**config.mk**
```make
export PLATFORM = sky130hd
export DESIGN_NAME = nic_ring_node
export DESIGN_NICKNAME = d
export VERILOG_FILES = /design/src/rtl/nic_pkg.sv /design/src/rtl/nic_txq.sv /design/src/rtl/nic_ring_node.sv
export SDC_FILE = /design/constraint.sdc
export NUM_CORES = 1
export LEC_CHECK = 0
export BUFFER_PORTS_ARGS = -buffer_cell sky130_fd_sc_hd__buf_2
export CAP_MARGIN = 40
export CORE_ASPECT_RATIO = 1.75
export CORE_MARGIN = 5
export CORE_UTILIZATION = 35
export DETAILED_ROUTE_END_ITERATION = 8
export SLEW_MARGIN = 20
export SYNTH_ARGS = -nofsm -noshare
export SYNTH_HDL_FRONTEND = slang
export SYNTH_SLANG_ARGS = --single-unit
```
**constraint.sdc**
```tcl
create_clock -name clk_i -period 8.15 [get_ports clk_i]
set_clock_uncertainty 0.1 [all_clocks]
set_input_delay 1.2225 -clock clk_i [delete_from_list [all_inputs] [get_ports clk_i]]
set_output_delay 1.2225 -clock clk_i [all_outputs]
set_load 0.01 [all_outputs]
```
**src/rtl/nic_pkg.sv**
```systemverilog
// Shared types and constants for the ring NIC node.
// Ring slot layout, packet types and queued transmit request.
package nic_pkg;

  localparam logic [5:0] BCAST_ID   = 6'd63;
  localparam logic [5:0] GSERVER_ID = 6'd62;

  typedef enum logic [2:0] {
    PT_READ,
    PT_AREAD,
    PT_WRITE,
    PT_ACK,
    PT_AACK,
    PT_ERR,
    PT_RETRY,
    PT_VPA
  } pkt_type_t;

  typedef struct packed {
    logic        v;
    logic [5:0]  sid;
    logic [5:0]  did;
    logic [5:0]  age;
    logic [3:0]  seq;
    pkt_type_t   typ;
    logic        we;
    logic [3:0]  sel;
    logic [31:0] adr;
    logic [31:0] dat;
  } ring_pkt_t;

  typedef struct packed {
    logic [5:0]  did;
    pkt_type_t   typ;
    logic [3:0]  sel;
    logic [31:0] adr;
    logic [31:0] dat;
  } tx_req_t;

  typedef struct packed {
    logic       v;
    logic [5:0] sid;
    logic [3:0] seq;
  } seen_t;

  function automatic logic [5:0] age_inc(
    input logic [5:0] a
  );
    return (a == 6'h3f) ? a : a + 6'd1;
  endfunction

endpackage

```
**src/rtl/nic_txq.sv**
```systemverilog
// Transmit request FIFO for the ring node.
// Power-of-two depth, registered occupancy.
module nic_txq
  import nic_pkg::*;
#(
  parameter int DEPTH = 4
) (
  input  logic                     clk_i,
  input  logic                     rst_ni,
  input  logic                     push_i,
  input  tx_req_t                  data_i,
  input  logic                     pop_i,
  output tx_req_t                  data_o,
  output logic                     full_o,
  output logic                     empty_o,
  output logic [$clog2(DEPTH):0]   level_o
);

  localparam int AW = $clog2(DEPTH);
  localparam logic [AW:0] FULL = (AW+1)'(DEPTH);

  logic [AW-1:0] wptr_q, rptr_q;
  logic [AW:0]   cnt_q, cnt_d;
  tx_req_t       mem_q [DEPTH];
  logic          push_ok, pop_ok;

  assign full_o  = (cnt_q == FULL);
  assign empty_o = (cnt_q == '0);
  assign push_ok = push_i && !full_o;
  assign pop_ok  = pop_i && !empty_o;
  assign data_o  = mem_q[rptr_q];
  assign level_o = cnt_q;

  always_comb begin
    cnt_d = cnt_q;
    unique case ({push_ok, pop_ok})
      2'b10:   cnt_d = cnt_q + 1'b1;
      2'b01:   cnt_d = cnt_q - 1'b1;
      default: cnt_d = cnt_q;
    endcase
  end

  always_ff @(posedge clk_i) begin
    if (!rst_ni) begin
      wptr_q <= '0;
      rptr_q <= '0;
      cnt_q  <= '0;
    end else begin
      if (push_ok) wptr_q <= wptr_q + 1'b1;
      if (pop_ok)  rptr_q <= rptr_q + 1'b1;
      cnt_q <= cnt_d;
    end
  end

  always_ff @(posedge clk_i) begin
    if (push_ok) mem_q[wptr_q] <= data_i;
  end

endmodule

```
**src/rtl/nic_ring_node.sv**
```systemverilog
// Ring NIC node: per-slot discard/consume/forward decision,
// local insertion from the transmit queue, broadcast de-dup.
module nic_ring_node
  import nic_pkg::*;
#(
  parameter int         TXQ_DEPTH  = 4,
  parameter int         SEEN_DEPTH = 8,
  parameter logic [5:0] MAX_AGE    = 6'd32,
  parameter int         CNT_W      = 16
) (
  input  logic                         clk_i,
  input  logic                         rst_ni,
  input  logic [5:0]                   id_i,
  input  ring_pkt_t                    pkt_i,
  output ring_pkt_t                    pkt_o,
  input  logic                         tx_valid_i,
  output logic                         tx_ready_o,
  input  ring_pkt_t                    tx_pkt_i,
  output logic                         rx_valid_o,
  input  logic                         rx_ready_i,
  output ring_pkt_t                    rx_pkt_o,
  output logic [$clog2(TXQ_DEPTH):0]   txq_level_o,
  output logic [CNT_W-1:0]             drop_cnt_o
);

  ring_pkt_t        pkt_q, pkt_d;
  ring_pkt_t        rx_pkt_q, rx_pkt_d;
  logic             rx_valid_q, rx_valid_d;
  logic [3:0]       seq_q, seq_d;
  logic [CNT_W-1:0] drop_q, drop_d;
  seen_t            seen_q [SEEN_DEPTH];
  seen_t            seen_d [SEEN_DEPTH];

  tx_req_t          q_head, q_in;
  logic             q_full, q_empty, push, pop;

  logic is_b, own, aged, to_me, rx_free, seen_hit;
  logic c_empty, c_own, c_aged, c_take, c_fwd;
  logic slot_free, cap, record, drop_inc;

  // Only the request fields listed for local sends are carried.
  logic unused_tx;
  assign unused_tx = ^{tx_pkt_i.v, tx_pkt_i.sid,
                       tx_pkt_i.age, tx_pkt_i.seq,
                       tx_pkt_i.we};

  assign q_in = '{did: tx_pkt_i.did, typ: tx_pkt_i.typ,
                  sel: tx_pkt_i.sel, adr: tx_pkt_i.adr,
                  dat: tx_pkt_i.dat};

  assign tx_ready_o = !q_full;
  assign push       = tx_valid_i && tx_ready_o;

  nic_txq #(.DEPTH(TXQ_DEPTH)) u_txq (
    .clk_i   (clk_i),
    .rst_ni  (rst_ni),
    .push_i  (push),
    .data_i  (q_in),
    .pop_i   (pop),
    .data_o  (q_head),
    .full_o  (q_full),
    .empty_o (q_empty),
    .level_o (txq_level_o)
  );

  assign is_b    = (pkt_i.did == BCAST_ID);
  assign own     = (pkt_i.sid == id_i);
  assign aged    = (pkt_i.age >= MAX_AGE) && (pkt_i.did != id_i);
  assign to_me   = (pkt_i.did == id_i);
  assign rx_free = !rx_valid_q || rx_ready_i;

  always_comb begin
    seen_hit = 1'b0;
    for (int i = 0; i < SEEN_DEPTH; i++) begin
      if (seen_q[i].v && seen_q[i].sid == pkt_i.sid &&
          seen_q[i].seq == pkt_i.seq)
        seen_hit = 1'b1;
    end
  end

  assign c_empty = !pkt_i.v;
  assign c_own   = pkt_i.v && own;
  assign c_aged  = pkt_i.v && !own && aged;
  assign c_take  = pkt_i.v && !own && !aged && to_me && rx_free;
  assign c_fwd   = pkt_i.v && !own && !aged && !(to_me && rx_free);

  always_comb begin
    pkt_d     = '0;
    slot_free = 1'b1;
    cap       = 1'b0;
    record    = 1'b0;
    drop_inc  = 1'b0;
    pop       = 1'b0;
    unique case (1'b1)
      c_empty: ;
      c_own:   drop_inc = !is_b;
      c_aged:  drop_inc = 1'b1;
      c_take:  cap = 1'b1;
      c_fwd: begin
        pkt_d     = pkt_i;
        pkt_d.age = age_inc(pkt_i.age);
        slot_free = 1'b0;
        if (is_b && rx_free && !seen_hit) begin
          cap    = 1'b1;
          record = 1'b1;
        end
      end
      default: ;
    endcase
    if (slot_free && !q_empty) begin
      pop       = 1'b1;
      pkt_d     = '0;
      pkt_d.v   = 1'b1;
      pkt_d.sid = id_i;
      pkt_d.did = q_head.did;
      pkt_d.seq = seq_q;
      pkt_d.typ = q_head.typ;
      pkt_d.sel = q_head.sel;
      pkt_d.adr = q_head.adr;
      pkt_d.dat = q_head.dat;
    end
  end

  always_comb begin
    seq_d      = seq_q + {3'd0, pop};
    rx_valid_d = cap || (rx_valid_q && !rx_ready_i);
    rx_pkt_d   = cap ? pkt_i : rx_pkt_q;
    drop_d     = drop_q;
    if (drop_inc && drop_q != '1) drop_d = drop_q + 1'b1;
    for (int i = 0; i < SEEN_DEPTH; i++) seen_d[i] = seen_q[i];
    if (record) begin
      seen_d[0] = '{v: 1'b1, sid: pkt_i.sid, seq: pkt_i.seq};
      for (int i = 1; i < SEEN_DEPTH; i++) seen_d[i] = seen_q[i-1];
    end
  end

  always_ff @(posedge clk_i) begin
    if (!rst_ni) begin
      pkt_q      <= '0;
      rx_pkt_q   <= '0;
      rx_valid_q <= 1'b0;
      seq_q      <= '0;
      drop_q     <= '0;
      for (int i = 0; i < SEEN_DEPTH; i++) seen_q[i] <= '0;
    end else begin
      pkt_q      <= pkt_d;
      rx_pkt_q   <= rx_pkt_d;
      rx_valid_q <= rx_valid_d;
      seq_q      <= seq_d;
      drop_q     <= drop_d;
      for (int i = 0; i < SEEN_DEPTH; i++) seen_q[i] <= seen_d[i];
    end
  end

  assign pkt_o      = pkt_q;
  assign rx_pkt_o   = rx_pkt_q;
  assign rx_valid_o = rx_valid_q;
  assign drop_cnt_o = drop_q;

endmodule

```
==> results.json, run 1 <==
{
  "route.detailed.drc": 0,
  "rows": 129,
  "post_cts_buffers": 0,
  "start_util_pct": 35.08,
  "syn_area_per_cell_um2": 13.61,
  "clkTransAtPathRegs_ps": 60,
  "syn-num-nets": 2025,
  "first_pass_iters": 6,
  "gp_congestion": 0.8021,
  "crit_path_frequent_cell": "buf_4",
  "slew_viol_final": 0,
  "rr_worst_depth": 10,
  "grtUsageTotal_pct": 19.41,
  "numCtsBuffers": 57,
  "yosysWarnings": 0,
  "use_met2_pct": 34.68,
  "finalWorstSetupSlack_ps": 3647,
  "hold_buffers": 0,
  "r2r-end": "seen_q[1][6]$_SDFFE_PN0P_",
  "core_area_um2": 70370,
  "die_height_um": 361.4,
  "cts_sinks": 616,
  "cts_root_buf": "clkbuf_16",
  "finalSetupTns_ps": 0,
  "start_kind": "input pin",
  "grt-ovfl-total": 0,
  "crit_arrival_ps": 4930,
  "use_met3_pct": 4.563,
  "regArea_um2": 15420,
  "ys_async_sr_fraction_pct": 0,
  "power.density_nw_per_um2": 265.8,
  "syn_inst": 1814,
  "finalPower_mw": 7.862,
  "grt_max_degree": 92,
  "ir_drop_uv": 213.5,
  "grt_use_met1_pct": 21.61,
  "cp_slowest_cell": "nor3_1",
  "fmax_ghz": 0.2221,
  "rsz0062_at_grt": "no",
  "synth-edff-count": 308,
  "drv_cap": 0,
  "numPortBuffers": 392,
  "die_w_um": 210.8,
  "critPathCaptureType": "register",
  "seq_area_frac_synth_pct": 62.43,
  "antenna_found_initial": 26,
  "routedWlPerCell_um": 24.62,
  "multiInputGateArea_um2": 8564,
  "setup_viol": 0,
  "fill_cells": 6622,
  "final_nets": 2346,
  "hold_viol": 0,
  "via_per_inst": 5.606,
  "synth-seq-cells": 616,
  "tightest_slew_ps": 896.2,
  "p_leak_nw": 10.46,
  "cpPeakStageDelay_ps": 560,
  "status": "completed",
  "ys_types": 52,
  "antenna_left": 0,
  "grt_pass1_wl_mm": 113.4,
  "drive_gt1_share_pct": 28.31,
  "htree_num_levels": 2,
  "grt_pass1_vias": 18140,
  "mappedNetlistArea_um2": 24690,
  "hold_depth": 2,
  "busiest_layer": "met2",
  "routed_wl_mm": 76.84,
  "rr_startpoint": "seen_q[0][7]$_SDFFE_PN0P_",
  "synth_ff_type": "edfxtp_1",
  "hp-class": "register to register",
  "fin_crit_sh_pct": 55.25,
  "cts.path.max_buffers": 3,
  "whs_ps": 388.4,
  "crit_fanout": 45,
  "cp_cell_sequence": "buf_2, xnor2_1, nand4_1, nor3_1, nor4_4, buf_4, nand2_2, or2_4, buf_12, buf_4, mux2i_1",
  "ios": 411,
  "drt_iter0_markers": 1345,
  "crit_type": "input pin to register",
  "relSlewSlack_pct": 40.25,
  "vias": 17500,
  "clkLatencyLatePin_ps": 620,
  "r2r_setup_slack_ps": 4340,
  "dp_slack_ps": 3028,
  "syn_to_final_growth_pct": 19.81,
  "hold_path_startpoint": "seen_q[1][29]$_SDFFE_PN0P_",
  "cts_tree": "done",
  "dp_hpwl_mm": 51.23,
  "dieArea_um2": 76160,
  "cts.repair.resized": 0,
  "whs_endpoint": "seen_q[1][40]$_SDFFE_PN0P_",
  "cp_data_required_time_ps": 8580,
  "post-route-min-period_ps": 4503
}
## critical path: cells and delay by family
| family | cells | cell delay (ps) |
|---|---|---|
| simple gates | 5 | 1690 |
| xor+xnor | 1 | 200 |
| buf+inv | 4 | 1530 |
| mux | 1 | 260 |
## cells by family (layout without fill, tap and decap cells)
logic type      count (synthesis)  count (layout)  share of synthesized area (%)
xor+xnor                      112             112                          3.973
simple gates                  328             328                          6.796
buf+inv                       179             548                          3.193
other cells                     0              21                              0
compound gates                412             412                          12.79
fa+ha+maj                      11              11                         0.5879
flops                         616             616                          62.43
mux                           156             156                          10.23
## synth_stat cells (17+ instances only)
cell / instances / area share [%]
mux2i_1: 79 / 3.2
mux4_2: 77 / 7.0
a22o_1: 89 / 3.2
xnor2_1: 92 / 3.3
nor2_1: 45 / 0.68
nand2_1: 109 / 1.7
clkbuf_1: 107 / 1.6
o22ai_1: 83 / 2.1
buf_2: 27 / 0.55
dfxtp_1: 308 / 25
edfxtp_1: 308 / 37
nand4_1: 106 / 2.7
buf_1: 17 / 0.26
a31o_1: 82 / 2.9
xor2_1: 20 / 0.71
a22oi_1: 92 / 2.8
## area by class of cell
class                           count  area share (%)
Clock buffer                       79           5.630
Tap cell                          917           3.879
Timing Repair Buffer              430           8.142
Antenna cell                       21          0.1776
Inverter                           11          0.1480
Clock inverter                     28          0.9390
Sequential cell                   616           52.13
Multi-Input combinational cell   1019           28.95
## metrics by stage
| step | util (%) | cell area [um2] | instances |
|---|---|---|---|
| 4_1_cts | 41.88 | 29470 | 3098 |
| 2_1_floorplan | - | 24690 | 1814 |
| 6_report | 42.04 | 29580 | 3121 |
| 5_1_grt | 42.02 | 29570 | 3116 |
| 3_3_place_gp | 38.86 | 27350 | 2982 |
| 3_5_place_dp | 39.12 | 27530 | 2991 |
## worst max path at each step
| stage | startpoint | slack [ps] | to |
|---|---|---|---|
| after CTS | pkt_i[92] | 3680 | seen_q[1][6]$_SDFFE_PN0P_ |
| after global routing | pkt_i[92] | 3560 | seen_q[1][2]$_SDFFE_PN0P_ |
| final | pkt_i[92] | 3650 | seen_q[1][6]$_SDFFE_PN0P_ |
| after floorplan | pkt_i[92] | 4420 | u_txq.level_o[2]$_SDFFE_PN0P_ |
| after global placement | pkt_i[92] | 2690 | seen_q[0][6]$_SDFFE_PN0P_ |
| after detailed placement | pkt_i[92] | 3030 | seen_q[1][6]$_SDFFE_PN0P_ |
## power by group
part | switching, mW | internal, mW
clock | 1.21 | 1.57
sequential | 0.131 | 3.61
combinational | 0.781 | 0.563
## registers in the layout (all words and copies together) (netlist names), 2 cells and up, named ones only
register and cells:
u_txq.mem_q 308, drop_cnt_o 16, u_txq.rptr_q 2, seq_q 4, pkt_o 95, u_txq.wptr_q 2
u_txq.level_o 3, rx_pkt_o 95, seen_q 88
## layout by cell type, fill, tap and decap left out, drive strengths merged, types with 18 or more instances in the layout
cell / Yosys / routed
a22o: 89 / 89
a22oi: 92 / 92
a31o: 82 / 82
buf: 61 / 430
clkbuf: 107 / 79
dfxtp: 308 / 308
diode: 0 / 21
edfxtp: 308 / 308
inv: 11 / 18
mux2i: 79 / 79
mux4: 77 / 77
nand2: 110 / 110
nand4: 106 / 106
nor2: 46 / 46
o22ai: 83 / 83
xnor2: 92 / 92
xor2: 20 / 20
## per-layer routing
| layer | routed length (um) | share of wire, % | vias up |
|---|---|---|---|
| met5 | 78 | 0.10 | - |
| met4 | 3635 | 4.7 | 12 |
| met3 | 5356 | 7.0 | 192 |
| met2 | 39690 | 52 | 717 |
| met1 | 28080 | 37 | 8824 |
| li1 | - | - | 7751 |
Note: power is estimated with default switching activity, not from simulation.
==> inputs of run 2 (changes only) <==
--- a/config.mk
+++ b/config.mk
@@ -5,6 +5,7 @@
 export SDC_FILE = /design/constraint.sdc
 export NUM_CORES = 1
 export LEC_CHECK = 0
+export ABC_AREA = 1
 export BUFFER_PORTS_ARGS = -buffer_cell sky130_fd_sc_hd__buf_2
 export CAP_MARGIN = 40
 export CORE_ASPECT_RATIO = 1.75
==> constraint.sdc (replaced) <==
create_clock -name clk_i -period 3.9 [get_ports clk_i]
set_clock_uncertainty 0.1 [all_clocks]
set_input_delay 0.585 -clock clk_i [delete_from_list [all_inputs] [get_ports clk_i]]
set_output_delay 0.585 -clock clk_i [all_outputs]
set_load 0.01 [all_outputs]
==> run 2 against run 1 <==
Cell area increased by 0.69%. Clock power increased by 110%. Synthesized cell count increased by 48%. First-iteration DRC count increased by 5.8%. Sequential power increased by 110%. Highest routed layer unchanged. Worst hold slack got worse by 330 ps. Register-to-register slack got worse by 2900 ps. Critical endpoint is now seen_q[0][0]$_SDFFE_PN0P_. Die area increased by 0.99%. Largest cell class unchanged. Utilization increased by 0.095 points.
==> results.json, run 2 <==
{
  "crit_fanout": 81,
  "htree_num_levels": 2,
  "antenna_found_initial": 12,
  "tightest_slew_ps": 1080,
  "cts.path.max_buffers": 3,
  "fin_crit_sh_pct": 69.97,
  "cts_root_buf": "clkbuf_16",
  "drv_cap": 0,
  "ir_drop_uv": 472.8,
  "final_nets": 3219,
  "crit_arrival_ps": 3180,
  "place_inst": 3865,
  "via_per_inst": 4.919,
  "pwr-share-seq_pct": 45.6,
  "hold_depth": 1,
  "first_pass_iters": 5,
  "hold_viol": 0,
  "grt_pass1_vias": 19310,
  "numCtsBuffers": 56,
  "hp-class": "input pin to register",
  "die_w_um": 211.8,
  "power.density_nw_per_um2": 567.4,
  "post_cts_buffers": 0,
  "grt_use_met1_pct": 22.54,
  "synth_top_cell_area_share_pct": 37.08,
  "max_flop_register": "u_txq.mem_q",
  "grt_max_degree": 155,
  "synth_common_cells": "496 x nand2_1, 388 x nor2_1, 308 x dfxtp_1, 308 x edfxtp_1, 243 x inv_1",
  "cts.repair.resized": 0,
  "dieArea_um2": 76920,
  "die_height_um": 363.2,
  "numPortBuffers": 392,
  "start_kind": "input pin",
  "dp_hpwl_mm": 53.06,
  "core_area_um2": 70700,
  "route.detailed.drc": 0,
  "mappedNetlistArea_um2": 24950,
  "p_leak_nw": 12.52,
  "syn-num-nets": 2900,
  "critPathCaptureType": "register",
  "p_comb_share_pct": 20.4,
  "internal_power_mw": 11.82,
  "ios": 411,
  "crit_type": "input pin to register",
  "use_met3_pct": 4.842,
  "switching_share_pct": 30.04,
  "slew_viol_final": 0,
  "finalPower_mw": 16.90,
  "largest_register_ffs": 308,
  "routedWlPerCell_um": 19.62,
  "rr_worst_depth": 6,
  "mostFrequentLayoutCells": "496 x nand2_1, 391 x buf_2, 384 x nor2_1, 308 x edfxtp_1, 306 x dfxtp_1",
  "synth_area_leaders": "edfxtp_1 37%, dfxtp_1 25%, nand2_1 7.5%",
  "drt_iter0_markers": 1423,
  "vias": 19580,
  "start_util_pct": 35.29,
  "cts_sinks": 616,
  "syn_area_per_cell_um2": 9.277,
  "gp_congestion": 0.8631,
  "clkPwrFrac_pct": 34.0,
  "grt-ovfl-total": 0,
  "seq_area_frac_synth_pct": 61.79,
  "synth_top_area_cell": "edfxtp_1",
  "status": "completed",
  "synth-edff-count": 308,
  "ys_async_sr_fraction_pct": 0,
  "hold_buffers": 0,
  "synth-seq-cells": 616,
  "antenna_left": 0,
  "fmax_ghz": 0.3665,
  "drive_gt1_share_pct": 18.23,
  "rsz0062_at_grt": "no",
  "grt_pass1_wl_mm": 115.9,
  "setup_viol": 0,
  "ys_types": 39,
  "final_common_cell": "nand2_1",
  "busiest_layer": "met2",
  "yosysWarnings": 0,
  "cts_tree": "done",
  "cp_data_required_time_ps": 4350,
  "rows": 129,
  "syn_inst": 2689,
  "clkTransAtPathRegs_ps": 60,
  "p_switching_mw": 5.077,
  "grtUsageTotal_pct": 19.68,
  "relSlewSlack_pct": 28.02,
  "synth_ff_type": "edfxtp_1",
  "clkLatencyLatePin_ps": 640,
  "routed_wl_mm": 78.09,
  "use_met2_pct": 35.17,
  "final_cells": 3981,
  "syn_to_final_growth_pct": 19.40,
  "post-route-min-period_ps": 2729,
  "yosysMostFrequentCell": "nand2_1"
}
## run 2: layout make-up
type / instances / area [um2]
sequential: 616 / 15420
timing repair buffer: 432 / 2471
clock buffer: 80 / 1709
antenna: 9 / 22.52
fill: 7025 / 40910
multi-input combinational: 1651 / 7826
clock inverter: 25 / 237.7
inverter: 251 / 948.4
tap: 917 / 1147
## run 2: cell families after synthesis
group,Yosys count,synth area share [%]
AND/OR/NAND/NOR,1090,17.64
flip-flops,616,61.79
AO/OA/AOI/OAI,515,11.64
buffers and inverters,422,7.117
XOR/XNOR,35,1.229
adder cells (fa/ha/maj),11,0.5818
## run 2: per-layer routing
| layer | part of all wire (%) | routed length (um) | vias to the layer above |
|---|---|---|---|
| met1 | 38 | 29930 | 9290 |
| li1 | - | - | 9582 |
| met5 | 0.060 | 47 | - |
| met4 | 3.8 | 2949 | 6 |
| met3 | 7.3 | 5671 | 141 |
| met2 | 51 | 39500 | 564 |
## run 2: per-stage QoR
| stage | TNS (ps) | setup slack (ps) | area (um2) | hold WS (ps) | util [%] |
|---|---|---|---|---|---|
| after global placement | 0 | 610.3 | 27770 | 362.4 | 39.29 |
| after global routing | 0 | 993.8 | 29770 | 25.35 | 42.11 |
| after detailed placement | 0 | 564.9 | 27770 | 364.9 | 39.29 |
| after CTS | 0 | 1220 | 29720 | 3.620 | 42.04 |
| final | 0 | 1171 | 29780 | 59.78 | 42.13 |
| after floorplan | -234740 | -762.2 | 24950 | 345.4 | - |
## run 2: worst paths after layout
kind / from / to / slack (ps)
setup / recovery: pkt_i[87] / seen_q[0][0]$_SDFFE_PN0P_ / 1170
hold / removal: tx_pkt_i[66] / u_txq.mem_q[0][66]$_DFFE_PP_ / 60
hold reg to reg: seen_q[0][10]$_SDFFE_PN0P_ / seen_q[0][10]$_SDFFE_PN0P_ / 370
setup reg to reg: rx_valid_o$_SDFF_PN0_ / pkt_o[7]$_SDFF_PN0_ / 1470
## run 2: power groups by stage
| stage | Combinational (mW) | Clock (mW) | Sequential, mW |
|---|---|---|---|
| floorplan | 1.93 | 0 | 7.93 |
| global placement | 3.46 | 0 | 7.84 |
| detailed placement | 3.50 | 0 | 7.85 |
| CTS | 3.51 | 5.91 | 7.71 |
| global route | 3.82 | 6.17 | 7.76 |
| finish | 3.45 | 5.75 | 7.71 |
## run 2: worst max-delay path: stages
cell      delay (ps)
buf_2            160
inv_1            240
nand2_1          110
a21oi_1          200
nand3_1          180
nand2_1          140
nand3_2          180
buf_4            220
nor2_2           210
nand2_8          200
clkinv_2         180
buf_12           350
nor2_1            90
nor2_1           120
